### src/rtl/nn_inference_ctrl.sv
// Sequences one feature vector through N_STAGES one-hot stage enables and captures the class result.
// Latency: accept edge E0 -> res_valid on edge E0+N_STAGES*STAGE_LAT; all outputs registered.
// Backpressure: in_ready low from accept until pop/abort; result held until res_ready, abort overrides.
module nn_inference_ctrl #(
  parameter int IN_SIZE   = 40,
  parameter int N_STAGES  = 5,
  parameter int STAGE_LAT = 2,
  parameter int CNT_W     = 16
) (
  input  logic                      clk,
  input  logic                      rst,
  input  logic                      in_valid,
  output logic                      in_ready,
  input  logic [IN_SIZE-1:0][7:0]   in_data,
  output logic [IN_SIZE-1:0][7:0]   nn_input_vector,
  output logic [N_STAGES-1:0]       stage_en,
  input  logic [1:0]                nn_output_value,
  output logic                      res_valid,
  input  logic                      res_ready,
  output logic [1:0]                res_class,
  input  logic                      abort,
  output logic                      busy,
  output logic [CNT_W-1:0]          infer_count
);

  localparam int SW = (N_STAGES > 1) ? $clog2(N_STAGES) : 1;
  localparam int CW = (STAGE_LAT > 1) ? $clog2(STAGE_LAT) : 1;
  localparam logic [SW-1:0] LAST_STAGE = SW'(N_STAGES - 1);
  localparam logic [CW-1:0] CNT_RELOAD = CW'(STAGE_LAT - 1);

  typedef enum logic [1:0] {IDLE, RUN, DONE} state_t;

  state_t                    state, state_nx;
  logic [SW-1:0]             stage, stage_nx;
  logic [CW-1:0]             cnt, cnt_nx;
  logic                      in_ready_nx;
  logic [IN_SIZE-1:0][7:0]   vec_nx;
  logic [N_STAGES-1:0]       stage_en_nx;
  logic                      res_valid_nx;
  logic [1:0]                res_class_nx;
  logic                      busy_nx;
  logic [CNT_W-1:0]          infer_count_nx;

  always_ff @(posedge clk) begin
    if (!rst) begin
      state           <= IDLE;
      stage           <= '0;
      cnt             <= '0;
      in_ready        <= 1'b0;
      nn_input_vector <= '0;
      stage_en        <= '0;
      res_valid       <= 1'b0;
      res_class       <= 2'd0;
      busy            <= 1'b0;
      infer_count     <= '0;
    end else begin
      state           <= state_nx;
      stage           <= stage_nx;
      cnt             <= cnt_nx;
      in_ready        <= in_ready_nx;
      nn_input_vector <= vec_nx;
      stage_en        <= stage_en_nx;
      res_valid       <= res_valid_nx;
      res_class       <= res_class_nx;
      busy            <= busy_nx;
      infer_count     <= infer_count_nx;
    end
  end

  always_comb begin
    state_nx       = state;
    stage_nx       = stage;
    cnt_nx         = cnt;
    in_ready_nx    = in_ready;
    vec_nx         = nn_input_vector;
    stage_en_nx    = stage_en;
    res_valid_nx   = res_valid;
    res_class_nx   = res_class;
    busy_nx        = busy;
    infer_count_nx = infer_count;

    case (state)
      IDLE: begin
        // in_ready is registered, so the first edge out of reset only raises it
        in_ready_nx = 1'b1;
        if (in_valid && in_ready) begin
          vec_nx      = in_data;
          in_ready_nx = 1'b0;
          busy_nx     = 1'b1;
          stage_nx    = '0;
          cnt_nx      = CNT_RELOAD;
          stage_en_nx = N_STAGES'(1);
          state_nx    = RUN;
        end
      end
      RUN: begin
        if (abort) begin
          state_nx    = IDLE;
          stage_en_nx = '0;
          res_valid_nx = 1'b0;
          busy_nx     = 1'b0;
          in_ready_nx = 1'b1;
        end else if (cnt != '0) begin
          cnt_nx = cnt - 1'b1;
        end else if (stage != LAST_STAGE) begin
          stage_nx    = stage + 1'b1;
          cnt_nx      = CNT_RELOAD;
          stage_en_nx = stage_en << 1;
        end else begin
          // final stage is still enabled this cycle, so its output is valid now
          res_class_nx = nn_output_value;
          stage_en_nx  = '0;
          res_valid_nx = 1'b1;
          state_nx     = DONE;
        end
      end
      DONE: begin
        if (abort) begin
          state_nx     = IDLE;
          stage_en_nx  = '0;
          res_valid_nx = 1'b0;
          busy_nx      = 1'b0;
          in_ready_nx  = 1'b1;
        end else if (res_ready) begin
          res_valid_nx   = 1'b0;
          busy_nx        = 1'b0;
          infer_count_nx = infer_count + 1'b1;
          in_ready_nx    = 1'b1;
          state_nx       = IDLE;
        end
      end
      default: state_nx = IDLE;
    endcase
  end

endmodule

### config.mk
export PLATFORM = sky130hd
export DESIGN_NAME = nn_inference_ctrl
export DESIGN_NICKNAME = d
export VERILOG_FILES = /design/src/rtl/nn_inference_ctrl.sv
export SDC_FILE = /design/constraint.sdc
export NUM_CORES = 1
export LEC_CHECK = 0
export BUFFER_PORTS_ARGS = -buffer_cell sky130_fd_sc_hd__clkbuf_2
export CORE_AREA = 10 10 257 259
export DETAILED_ROUTE_END_ITERATION = 10
export DIE_AREA = 0 0 267 269
export MAX_ROUTING_LAYER = met4
export PLACE_DENSITY = 0.53
export SYNTH_ARGS = -nofsm -noshare
export SYNTH_HDL_FRONTEND = slang
export SYNTH_SLANG_ARGS = --single-unit
### constraint.sdc
create_clock -name clk -period 2.1 [get_ports clk]
set_input_delay 0.315 -clock clk [delete_from_list [all_inputs] [get_ports clk]]
set_output_delay 0.315 -clock clk [all_outputs]
set_load 0.02 [all_outputs]
# Yosys cells after proc, flatten, opt, wreduce, memory -nomap -nowiden
# Index checks and enable logic that the tools add are counted.
# totals
reg_bits,352
latchBits,0
ram_bits,0
romBits,0
input_bits,327
output_inout_bits,346
wordCells,118
mem_count,0
# op_classes
addsub,3
multipliers,0
div_mod_pow,0
magnitude_cmp,0
n_eq_ne,12
shifts,0
mux,36
n_bitwise,3
reduce_logical,15
# ops
cell,count
5-bit 2-to-1 mux,5
4-bit AND reduction,5
16-bit by 1-bit adder with 16-bit output (second input constant),1
5-bit one-hot mux with 3 select lines,1
1-bit 2-to-1 mux,14
2-bit 2-to-1 mux,6
3-bit 2-to-1 mux,4
2-bit != test (second input constant),6
3-bit != test (second input constant),4
3-bit AND reduction,3
1-bit one-hot mux with 3 select lines,2
2-bit one-hot mux with 3 select lines,1
3-bit one-hot mux with 2 select lines,1
5-bit AND reduction,1
1-bit one-hot mux with 2 select lines,2
2-bit nonzero test,2
3-bit by 1-bit adder with 3-bit output (second input constant),1
1-bit NOT,3
3-bit nonzero test,1
2-bit by 1-bit equality test with 1-bit output (second input constant),1
2-bit equality test (second input constant),1
2-bit zero test,1
2-bit AND reduction,1
1-bit logical AND,1
1-bit subtractor (second input constant),1

# Logic depth before layout (Yosys ltp)
# Gate-level depths: netlist of run 1.
# logic_depth
depth_word,5
mapped_depth,8

# Worst setup path after synthesis of run 1
# No wires, ideal clock.
# synth_timing
path_type,reg2reg
start,reg infer_count[0]
end,reg infer_count[14]
setup_ns,0.119
arrival_ns,1.460
slack_ns,0.521
path_stages_with_launch,6
n_path_buf,0
synth_period_minus_slack_ns,1.579
path_cell_list,dfxtp_1 ha_1 nand2_1 nor4_2 nand3_1 mux2i_1
# synth_via
elab_chain_len,1
# synth_lines
element,line,source
from (decl),23,output logic [CNT_W-1:0] infer_count
from (signal assigned),66,infer_count <= infer_count_nx;
16-bit by 1-bit adder with 16-bit output,127,infer_count_nx = infer_count + 1'b1;
# Every way passes these cells.
# A chain may end at the register's enable or synchronous reset.

# Final worst setup path of run 1
# layout_timing
start,reg state[0]
end,reg nn_input_vector[132] in the netlist's numbering
# layout_via
elab_chain_len,2
# layout_lines
element,line,source
from (decl),33,"state_t state, state_nx;"
from (signal assigned),57,state <= state_nx;
2-bit zero test,82,case (state)
2-bit AND reduction (no source line),-,
to (signal assigned),61,nn_input_vector <= vec_nx;
to (decl),15,"output logic [IN_SIZE-1:0][7:0] nn_input_vector,"
# Every way passes these cells.

==> results of run 1 <==
per-stage QoR:
stage	hold WS [ns]	total power [W]	setup WS [ns]	utilization (%)	cells
3_5_place_dp	0.446	0.00968	0.293	28.0	2970
3_3_place_gp	0.442	0.00968	0.307	28.0	2970
6_report	0.0353	0.0177	0.244	35.6	3365
5_1_grt	0.0211	0.0185	0.0807	35.6	3363
4_1_cts	0.0000636	0.0180	0.265	35.6	3362
2_1_floorplan	0.451	0.00857	0.521	-	1572
cells in the mapped netlist (2+ instances only):
cell type / number
or3_1: 2
and4_1: 3
nor2_1: 18
a21oi_1: 330
ha_1: 7
nand2b_1: 6
nand3_1: 10
buf_1: 13
xnor2_1: 9
nand2_1: 657
nor3_2: 4
nand4_1: 2
and3_1: 3
o21ai_0: 6
nor2b_1: 2
nor4_4: 3
dfxtp_1: 352
buf_2: 40
inv_1: 9
clkbuf_1: 59
mux2i_1: 10
power by group through the flow:
stage | sequential (W) | combinational, W | clock [W]
floorplan | 0.00776 | 0.000804 | 0
global placement | 0.00735 | 0.00233 | 0
detailed placement | 0.00736 | 0.00232 | 0
CTS | 0.00722 | 0.00281 | 0.00793
global route | 0.00726 | 0.00304 | 0.00818
finish | 0.00722 | 0.00280 | 0.00767
placed cells by master, fill, tap and decap left out, drive strengths merged, types with 2 or more instances in the layout:
cell type,synthesis,layout
and3,3,3
nor4,5,5
and4,3,3
clkinv,0,5
nand4,3,3
nor2b,2,2
nand2b,6,6
clkbuf,59,734
bufinv,0,4
a21oi,330,330
nor2,18,18
ha,7,7
nor3,5,5
dfxtp,352,352
and3b,2,2
nand2,657,657
buf,55,50
diode,0,3
xnor2,9,9
or3,2,2
o21ai,7,7
dlygate4sd3,0,317
inv,9,12
nand3,10,10
mux2i,10,10
tightest hold or removal path, cell delays in order:
cell,delay [ns]
clkbuf_2,0.09
nand2_1,0.08
a21oi_1,0.06
cell type report:
class | count | area share (%)
timing repair buffer | 1039 | 32.9
inverter | 9 | 0.190
antenna | 3 | 0.0346
clock buffer | 62 | 5.74
multi-input combinational | 1097 | 23.1
sequential | 352 | 32.5
tap | 790 | 4.55
clock inverter | 13 | 0.997
how the worst max path moves through the flow:
| stage | start | to | slack, ns | depth (start not counted) |
|---|---|---|---|---|
| 2_1_floorplan | infer_count[0]$_SDFFE_PN0P_ | infer_count[14]$_SDFFE_PN0P_ | 0.52 | 5 |
| 3_3_place_gp | state[0]$_SDFFE_PN0P_ | nn_input_vector[265]$_SDFFE_PN0P_ | 0.31 | 7 |
| 3_5_place_dp | state[0]$_SDFFE_PN0P_ | nn_input_vector[155]$_SDFFE_PN0P_ | 0.29 | 7 |
| 4_1_cts | state[0]$_SDFFE_PN0P_ | nn_input_vector[265]$_SDFFE_PN0P_ | 0.27 | 7 |
| 5_1_grt | state[0]$_SDFFE_PN0P_ | nn_input_vector[166]$_SDFFE_PN0P_ | 0.08 | 7 |
| 6_report | state[0]$_SDFFE_PN0P_ | nn_input_vector[132]$_SDFFE_PN0P_ | 0.24 | 7 |
sequential cells by signal, indices dropped and copies added, names as in the netlist:
register	flops
state	2
res_valid	1
busy	1
in_ready	1
nn_input_vector	320
stage_en	5
cnt	1
stage	3
infer_count	16
res_class	2
metal layers:
| metal | vias to the layer above | track usage (%) |
|---|---|---|
| met2 | 529 | 24.2 |
| met3 | 112 | 4.57 |
| met1 | 6468 | 15.9 |
| li1 | 7043 | - |
| met5 | - | - |
| met4 | 0 | 6.11 |
timing repair:
action	CTS	global route
hold endpoints to repair	317	0
gates resized for setup	0	0
endpoints found under the setup margin	0	0
setup buffers	0	0
hold buffers	317	0
kinds of logic (layout without fill, tap and decap cells):
logic type | after synthesis | in the layout | share of synthesized area (%)
mux | 10 | 10 | 0.797
xor+xnor | 10 | 10 | 0.697
fa+ha+maj | 7 | 7 | 0.697
other cells | 0 | 3 | 0
compound gates | 350 | 350 | 14.3
flops | 352 | 352 | 56.1
simple gates | 720 | 720 | 23.3
buf+inv | 123 | 1123 | 4.16
==> metrics, run 1 <==
Switching Fraction=27.2%; max incr delay on CP=0.34 ns; FF-to-FF End=nn_input_vector[132]$_SDFFE_PN0P_; Max Clock Freq=539 MHz; final setup fails=0; RSZ-0062 raised after global routing=no; CP arrival=2.34 ns; post-DP HPWL=39200 um; Max Used Layer=met4; DR WL met2=26500 um; core area=61000 um2; DRC violations left=0; crit path time final=1.86 ns; initial antenna violation count=3; syn nets=1906; Slew @ Worst Pin=0.396 ns; initial core utilization=20.6%; max cap viols=0; drt via density=4.21; worst-path fanout max=47; crit path cell chain=inv_1, ha_1, and3_4, buf_12, buf_4, nand2_1, a21oi_1; FF+latch area=7050 um2; worst vdd ir=0.538 mV; vias in the first global route=14374; Synth top area share=56.1%; Routability Congestion=0.872; Hold EP=nn_input_vector[117]$_SDFFE_PN0P_; synthesized cell area=12600 um2; first-pass GRT wire length=81300 um; area leader, netlist=dfxtp_1; DRT antenna net count=0; Critical Path RT=2.58 ns; Post-Route M1 WL=21500 um; Lkg Pwr=9.57 nW; WP buf/inv=3; share of layout cells above drive strength 1=31.3%; Comb pwr share=15.8%; die height=269 um; flops & latches, synth=352; register area share after synthesis=56.1%; reg2reg start=state[0]$_SDFFE_PN0P_; crit path kind=flop to flop; Post-Route WL=54500 um; largest net degree at the start of global routing=74; footprint of the multi-input gates=5010 um2; slowest CP cell=dfxtp_1; main area contributors after synthesis=dfxtp_1, nand2_1, a21oi_1; Fin Setup TNS=0 ns; Nets=2875; DP Area=17100 um2; die area=71800 um2; clock-pin slew on the worst setup and hold paths=0.06 ns; Post-synth EDFFs=0; hold path start=in_data[117]; Synth Area per Inst=7.99 um2; I/O pin cnt=673; Worst-Skew Late Latency=0.57 ns; Sink Count=352; grt total ovfl=0; Max Transition Viols Final=0; Post-Layout Inst Area=21700 um2; Synth async-reset ratio=0%; Num CTS Buffers=42; Worst setup EP type=flop; critical path's top delay family=buffers and inverters; Final Skew=0.0174 ns; cells on worst reg2reg path=7; Sequential Power Share=40.8%; Unique masters post-synth=48; CTS max path bufs=3; H-tree Lvls=2; yosys warns=0; NetSw=0.00481 W; Worst Hold Depth=3; Int Pwr=0.0129 W; root buf cell=clkbuf_16; pwr/cell area=815 nW/um2; Synth Flop Type=dfxtp_1; Clock Power Share=43.4%; FP Rows=91; First-pass DRT Iterations=4; overall routing resource usage=14.6%; Initial DRC Count=767; wire per inst=16.2 um; type of origin of the critical path=flop; CTS tree=done; Mapped Cells=1572; die width=267 um; Hold Path Class=input port to flop; PortBufs=672; status=complete, no violations; max_slew headroom=73.6%; Fill cells=6308; met3 wire len=4540 um; P&R area growth vs syn=72.8%; FF-to-FF setup slack=0.24 ns; Final period util=88.4%; via count=14152; total count of hold-check failures in the final report=0
Note: power is estimated with default switching activity, not from simulation.
==> run 2, diff against run 1 <==
--- a/config.mk
+++ b/config.mk
@@ -11,6 +11,7 @@
 export DIE_AREA = 0 0 267 269
 export MAX_ROUTING_LAYER = met4
 export PLACE_DENSITY = 0.53
+export REMOVE_ABC_BUFFERS = 1
 export SYNTH_ARGS = -nofsm -noshare
 export SYNTH_HDL_FRONTEND = slang
 export SYNTH_SLANG_ARGS = --single-unit
==> run 2 against run 1 <==
Utilization fell by 0.75 points. Clock skew fell by 0.0031 ns. Total power fell by 5.4%. Via count fell by 1.5%. Sequential power barely moved. Clock-buffer cell count fell by 3. First-iteration DRC count fell by 11%. Setup slack improved by 0.061 ns. Clock power fell by 12%. Die area did not move. Routed wire length fell by 1.9%. Highest routed layer unchanged. Cell area fell by 2.1%.
==> metrics, run 2 (synthesized netlist as in run 1, its figures left out) <==
initial core utilization=20.6% (unchanged); Non-Filler Instances=3326 (was 3365); FP Rows=91 (unchanged); Sequential Power Share=43.1% (was 40.8%); DRC violations left=0 (unchanged); Power Total=0.0167 W (was 0.0177 W); footprint of the multi-input gates=5010 um2 (unchanged); commonest non-fill, non-tap cells in the layout=clkbuf_2, nand2_1, dfxtp_1 (unchanged); Comb pwr share=16.6% (was 15.8%); largest reg by FF count=nn_input_vector (unchanged); Largest register FFs=320 (unchanged); Final Skew=0.0143 ns (was 0.0174 ns); FF+latch area=7050 um2 (unchanged); Critical Path RT=2.56 ns (was 2.58 ns); Sink Count=352 (unchanged); Lkg Pwr=9.37 nW (was 9.57 nW); Hold WS=0.0366 ns (was 0.0353 ns); CP arrival=2.25 ns (was 2.34 ns); Hold Path Class=input port to flop (unchanged); initial antenna violation count=1 (was 3); Post-Layout Inst Area=21300 um2 (was 21700 um2); Switching Fraction=26.8% (was 27.2%); Routability Congestion=0.905 (was 0.872); via count=13936 (was 14152); critical path's top delay family=buffers and inverters (unchanged); crit path cell chain=inv_1, ha_1, and3_4, buf_12, buf_12, nand2_1, a21oi_1 (was inv_1, ha_1, and3_4, buf_12, buf_4, nand2_1, a21oi_1); Fill cells=6343 (was 6308); vias in the first global route=14038 (was 14374); P&R area growth vs syn=69.1% (was 72.8%); slowest CP cell=dfxtp_1 (unchanged); worst-path fanout max=39 (was 47); First-pass DRT Iterations=6 (was 4); first-pass GRT wire length=79700 um (was 81300 um); most used cell, CP=buf_12; die height=269 um (unchanged); PostCTS Resize Cnt=0 (unchanged); H-tree Lvls=2 (unchanged); Placed Cells=2974 (was 2970); CTS tree=done (unchanged); largest net degree at the start of global routing=56 (was 74); final setup fails=0 (unchanged); clock-pin slew on the worst setup and hold paths=0.06 ns (about the same); Worst setup EP type=flop (unchanged); commonest non-fill, non-tap cell in the layout=clkbuf_2 (unchanged); PortBufs=672 (unchanged); pwr/cell area=788 nW/um2 (was 815 nW/um2); status=complete, no violations (unchanged); Initial DRC Count=683 (was 767); crit path kind=flop to flop (unchanged); total count of hold-check failures in the final report=0 (unchanged); Nets=2847 (was 2875); root buf cell=clkbuf_16 (unchanged); overall routing resource usage=14.2% (was 14.6%); Clock Power Share=40.3% (was 43.4%); type of origin of the critical path=flop (unchanged); Max Transition Viols Final=0 (unchanged); drt via density=4.19 (was 4.21); post-DP HPWL=39600 um (was 39200 um); Post-Route WL=53500 um (was 54500 um); NetSw=0.00448 W (was 0.00481 W); Int Pwr=0.0123 W (was 0.0129 W); grt total ovfl=0 (unchanged); max incr delay on CP=0.34 ns (about the same); Slew @ Worst Pin=0.464 ns (was 0.396 ns); DRT antenna net count=0 (unchanged); CTS max path bufs=3 (unchanged); wire per inst=16.1 um (was 16.2 um); Num CTS Buffers=39 (was 42); Final period util=85.5% (was 88.4%); crit path time final=1.79 ns (was 1.86 ns); core area=61000 um2 (unchanged); DP Area=17100 um2 (about the same); biggest regs=nn_input_vector: 320 flops, infer_count: 16 flops, stage_en: 5 flops (unchanged); Setup Fix Bufs, Post-CTS=0 (unchanged); WP buf/inv=3 (unchanged); I/O pin cnt=673 (unchanged); Max Clock Freq=557 MHz (was 539 MHz); share of layout cells above drive strength 1=31.3% (about the same); max_slew headroom=68.8% (was 73.6%); die width=267 um (unchanged); max cap viols=0 (unchanged); die area=71800 um2 (unchanged); worst vdd ir=0.593 mV (was 0.538 mV); Worst-Skew Late Latency=0.53 ns (was 0.57 ns); RSZ-0062 raised after global routing=no (unchanged)
run 2: changes by cell type in the layout (fill, tap and decap cells not counted), sizes merged, moves of 3 or more:
| cell | previous run | this run |
|---|---|---|
| buf | 50 | 54 |
| clkbuf | 734 | 731 |
| clkinv | 5 | 2 |
| dlygate4sd3 | 317 | 288 |
| inv | 12 | 9 |
run 2: area by class of cell:
class | count | share of cell area [%]
antenna | 1 | 0.0118
sequential | 352 | 33.2
tap | 790 | 4.65
multi-input combinational | 1097 | 23.6
timing repair buffer | 1014 | 32.6
clock inverter | 4 | 0.330
inverter | 9 | 0.194
clock buffer | 59 | 5.48
run 2: worst paths after layout:
check / from / endpoint / slack, ns / cells past startpoint
hold / removal: in_data[73] / nn_input_vector[73]$_SDFFE_PN0P_ / 0.04 / 3
setup / recovery: state[0]$_SDFFE_PN0P_ / nn_input_vector[0]$_SDFFE_PN0P_ / 0.31 / 7
hold reg to reg: nn_input_vector[287]$_SDFFE_PN0P_ / nn_input_vector[287]$_SDFFE_PN0P_ / 0.45 / 2
setup reg to reg: state[0]$_SDFFE_PN0P_ / nn_input_vector[0]$_SDFFE_PN0P_ / 0.31 / 7
run 2: power by group through the flow:
stage                     clock, W  combinational [W]  sequential [W]
after floorplan                  0           0.000877         0.00777
after global placement           0            0.00235         0.00735
after detailed placement         0            0.00234         0.00736
after CTS                  0.00698            0.00280         0.00722
after global routing       0.00724            0.00301         0.00726
final                      0.00674            0.00279         0.00722
run 2: what timing repair did:
action                                  in CTS  in global routing
endpoints found under the setup margin       0                  0
hold buffers                               288                  0
endpoints found under the hold margin      288                  0
run 2: routing by layer:
metal	routed length, um	GRT usage (%)	vias up
li1	-	-	6972
met1	21200	15.7	6363
met2	26600	24.3	497
met3	3850	3.95	104
met4	1870	5.27	0
met5	0	-	-
run 2: tightest hold or removal path, stage by stage:
cell and delay (ns):
clkbuf_2 0.08, nand2_1 0.07, a21oi_1 0.06
run 2: metrics by stage:
stage          setup WS, ns  setup TNS (ns)  util, %
3_5_place_dp          0.344               0     28.1
6_report              0.305               0     34.8
5_1_grt               0.171               0     34.8
3_3_place_gp          0.369               0     28.1
2_1_floorplan         -5.10        -1723.52        -
4_1_cts               0.314               0     34.8
==> run 3, diff against run 2 <==
--- a/config.mk
+++ b/config.mk
@@ -5,6 +5,7 @@
 export SDC_FILE = /design/constraint.sdc
 export NUM_CORES = 1
 export LEC_CHECK = 0
+export ABC_AREA = 1
 export BUFFER_PORTS_ARGS = -buffer_cell sky130_fd_sc_hd__clkbuf_2
 export CORE_AREA = 10 10 257 259
 export DETAILED_ROUTE_END_ITERATION = 10
==> run 3 against run 2 <==
First-iteration DRC count rose by 0.88%. Global-route usage rose by 0.44 points. Synthesized cell count rose by 3.2%. Synthesized area barely moved. Critical path depth rose by 1. Clock skew fell by 0.0054 ns. Cell area rose by 0.16%. Utilization rose by 0.057 points. Register-to-register slack got worse by 0.05 ns. Sequential share of layout area fell by 0.055 points. Via count rose by 1.1%. Die area did not move. Critical path type unchanged. Critical endpoint is now nn_input_vector[23]$_SDFFE_PN0P_. Largest cell class unchanged. Highest routed layer unchanged.
==> metrics, run 3 <==
Int Pwr=0.0151 W (was 0.0123 W); Initial DRC Count=689 (was 683); DRT antenna net count=0 (unchanged); reg2reg start=state[0]$_SDFFE_PN0P_ (unchanged); Comb pwr share=30.4% (was 16.6%); Synth Flop Type=dfxtp_1 (unchanged); worst vdd ir=0.547 mV (was 0.593 mV); RSZ-0062 raised after global routing=no (unchanged); biggest regs=nn_input_vector: 320 flops, infer_count: 16 flops, stage_en: 5 flops (unchanged); CTS tree=done (unchanged); Fill cells=6264 (was 6343); First-pass DRT Iterations=5 (was 6); Post-Route WL=54100 um (was 53500 um); initial antenna violation count=3 (was 1); root buf cell=clkbuf_16 (unchanged); hold path start=in_data[34] (was in_data[73]); FP Rows=91 (unchanged); Lkg Pwr=10.5 nW (was 9.37 nW); vias in the first global route=14643 (was 14038); PortBufs=672 (unchanged); Synth Area in Adders=0.697% (about the same); Num CTS Buffers=41 (was 39); clock-pin slew on the worst setup and hold paths=0.06 ns (about the same); H-tree Lvls=2 (unchanged); max cap viols=0 (unchanged); share of layout cells above drive strength 1=30.8% (was 31.3%); Post-synth EDFFs=0 (unchanged); commonest non-fill, non-tap cell in the layout=nor2_1 (was clkbuf_2); Hold Path Class=input port to flop (unchanged); Slew @ Worst Pin=0.509 ns (was 0.464 ns); Most Crowded Layer GR=met2 (unchanged); max_slew headroom=65.8% (was 68.8%); overall routing resource usage=14.7% (was 14.2%); met2 GRT Util=24.6% (was 24.3%); die width=267 um (unchanged); Worst-Skew Late Latency=0.54 ns (was 0.53 ns); Fin Setup TNS=0 ns (unchanged); Worst setup EP type=flop (unchanged); compound-cell area share of the yosys netlist=14.3% (about the same); Critical Path RT=2.57 ns (was 2.56 ns); via count=14095 (was 13936); CP arrival=2.32 ns (was 2.25 ns); CTS max path bufs=3 (unchanged); Synth Area per Inst=7.74 um2 (was 7.99 um2); Largest register FFs=320 (unchanged); crit path kind=flop to flop (unchanged); flops & latches, synth=352 (unchanged); Final period util=87.9% (was 85.5%); multiplexer share of the synthesized area=0% (was 0.797%); main area contributors after synthesis=dfxtp_1, nor2_1, o21ai_0 (was dfxtp_1, nand2_1, a21oi_1); Max Transition Viols Final=0 (unchanged); Final Skew=0.00883 ns (was 0.0143 ns); cts hold-fix bufs=290 (was 288); grt total ovfl=0 (unchanged); status=complete, no violations (unchanged); PostCTS Resize Cnt=0 (unchanged); Max Clock Freq=542 MHz (was 557 MHz); Sequential Power Share=37.3% (was 43.1%); Routability Congestion=0.903 (was 0.905); area leader, netlist=dfxtp_1 (unchanged); largest net degree at the start of global routing=96 (was 56); Synth async-reset ratio=0% (unchanged); Synth top area share=56.1% (about the same); initial core utilization=20.6% (about the same); Unique masters post-synth=27 (was 48); Placed Cells=3024 (was 2974); final setup fails=0 (unchanged); Nets=2901 (was 2847); NetSw=0.00818 W (was 0.00448 W); first-pass GRT wire length=82000 um (was 79700 um); worst-path fanout max=68 (was 39); pwr/cell area=1090 nW/um2 (was 788 nW/um2); register area share after synthesis=56.1% (about the same); Switching Fraction=35.1% (was 26.8%); Setup Fix Bufs, Post-CTS=0 (unchanged); total count of hold-check failures in the final report=0 (unchanged); wire per inst=16.0 um (was 16.1 um); Sink Count=352 (unchanged); Non-Filler Instances=3389 (was 3326); largest reg by FF count=nn_input_vector (unchanged); met1 usage=16.1% (was 15.7%); post-DP HPWL=38700 um (was 39600 um); Clock Power Share=32.3% (was 40.3%); drt via density=4.16 (was 4.19); fin util=34.9% (was 34.8%); die height=269 um (unchanged); P&R area growth vs syn=69.4% (was 69.1%); die area=71800 um2 (unchanged); crit path time final=1.84 ns (was 1.79 ns); commonest non-fill, non-tap cells in the layout=nor2_1, clkbuf_2, dfxtp_1 (was clkbuf_2, nand2_1, dfxtp_1); synthesized cell area=12600 um2 (about the same); core area=61000 um2 (unchanged); Power Total=0.0233 W (was 0.0167 W); XOR/XNOR Fraction of Synth Area=0.279% (was 0.697%); routing usage on met3=3.98% (was 3.95%); type of origin of the critical path=flop (unchanged); yosys warns=0 (unchanged); Crit. Startpoint=state[0]$_SDFFE_PN0P_ (unchanged); DRC violations left=0 (unchanged); I/O pin cnt=673 (unchanged); largest family of logic cells by synthesized area=simple AND/OR/NAND/NOR gates (unchanged); Mapped Cells=1623 (was 1572); post-synthesis simple-gate area fraction=23.6% (was 23.3%); count leader, synth=nor2_1 (was nand2_1); top post-synthesis cells by count=nor2_1, dfxtp_1, o21ai_0, o21ai_1, buf_2 (was nand2_1, dfxtp_1, a21oi_1, clkbuf_1, buf_2)
-- run 3: changes by cell type after synthesis, moves of 21 or more --
| cell | delta |
|---|---|
| nor2_1 | +669 |
| o21ai_1 | +87 |
| nand2_1 | -610 |
| o21ai_0 | +241 |
| a21oi_1 | -314 |
| clkbuf_1 | -21 |
-- run 3: metal layers --
layer | wire [um] | part of all wire, %
met1 | 21100 | 39
met2 | 26700 | 49
met3 | 3840 | 7.1
met4 | 2390 | 4.4
met5 | 0 | 0
-- run 3: final cells by class --
cell class	instances	area (um2)	area share, %
Antenna cell	3	7.51	0.0353
Clock buffer	62	1270	5.95
Clock inverter	10	163	0.764
Inverter	32	128	0.600
Multi-Input combinational cell	1130	4880	22.9
Sequential cell	352	7050	33.1
Tap cell	790	988	4.64
Timing Repair Buffer	1010	6810	32.0
-- run 3: path summary, 6_finish.rpt --
check                                                   endpoint  slack (ns)  cells past startpoint
worst max register to register  nn_input_vector[23]$_SDFFE_PN0P_        0.26                      8
worst min-delay path            nn_input_vector[34]$_SDFFE_PN0P_        0.03                      3
worst min register to register       infer_count[8]$_SDFFE_PN0P_        0.47                      2
worst max-delay path            nn_input_vector[23]$_SDFFE_PN0P_        0.26                      8
-- run 3: kinds of logic (layout without fill, tap and decap cells) --
kind of cell             after synthesis  after routing
buffers and inverters                141           1114
other                                  0              3
AND/OR/NAND/NOR                      763            763
AO/OA/AOI/OAI                        356            356
XOR/XNOR                               4              4
flip-flops                           352            352
adder cells (fa/ha/maj)                7              7
-- run 3: worst max-delay path, cell delays in order, from the launching register on --
cell     delay [ns]
dfxtp_1        0.33
inv_1          0.08
ha_1           0.22
inv_2          0.09
nor2_8         0.19
buf_12         0.32
buf_12         0.21
o21ai_0        0.12
nor2_1         0.14
-- run 3: through the flow --
stage	setup slack [ns]	area, um2	hold WS [ns]
floorplan	-3.25	12000	0.435
global placement	0.297	16900	0.458
detailed placement	0.268	16900	0.460
CTS	0.231	21300	0.000399
global route	0.0929	21300	0.00789
finish	0.255	21300	0.0295
-- run 3: power by group through the flow --
stage                     Sequential (W)  Combinational [W]  Clock [W]
after floorplan                   0.0103            0.00221          0
after global placement           0.00877            0.00669          0
after detailed placement         0.00877            0.00669          0
after CTS                        0.00866            0.00715    0.00779
after global routing             0.00884            0.00774    0.00806
final                            0.00868            0.00708    0.00751
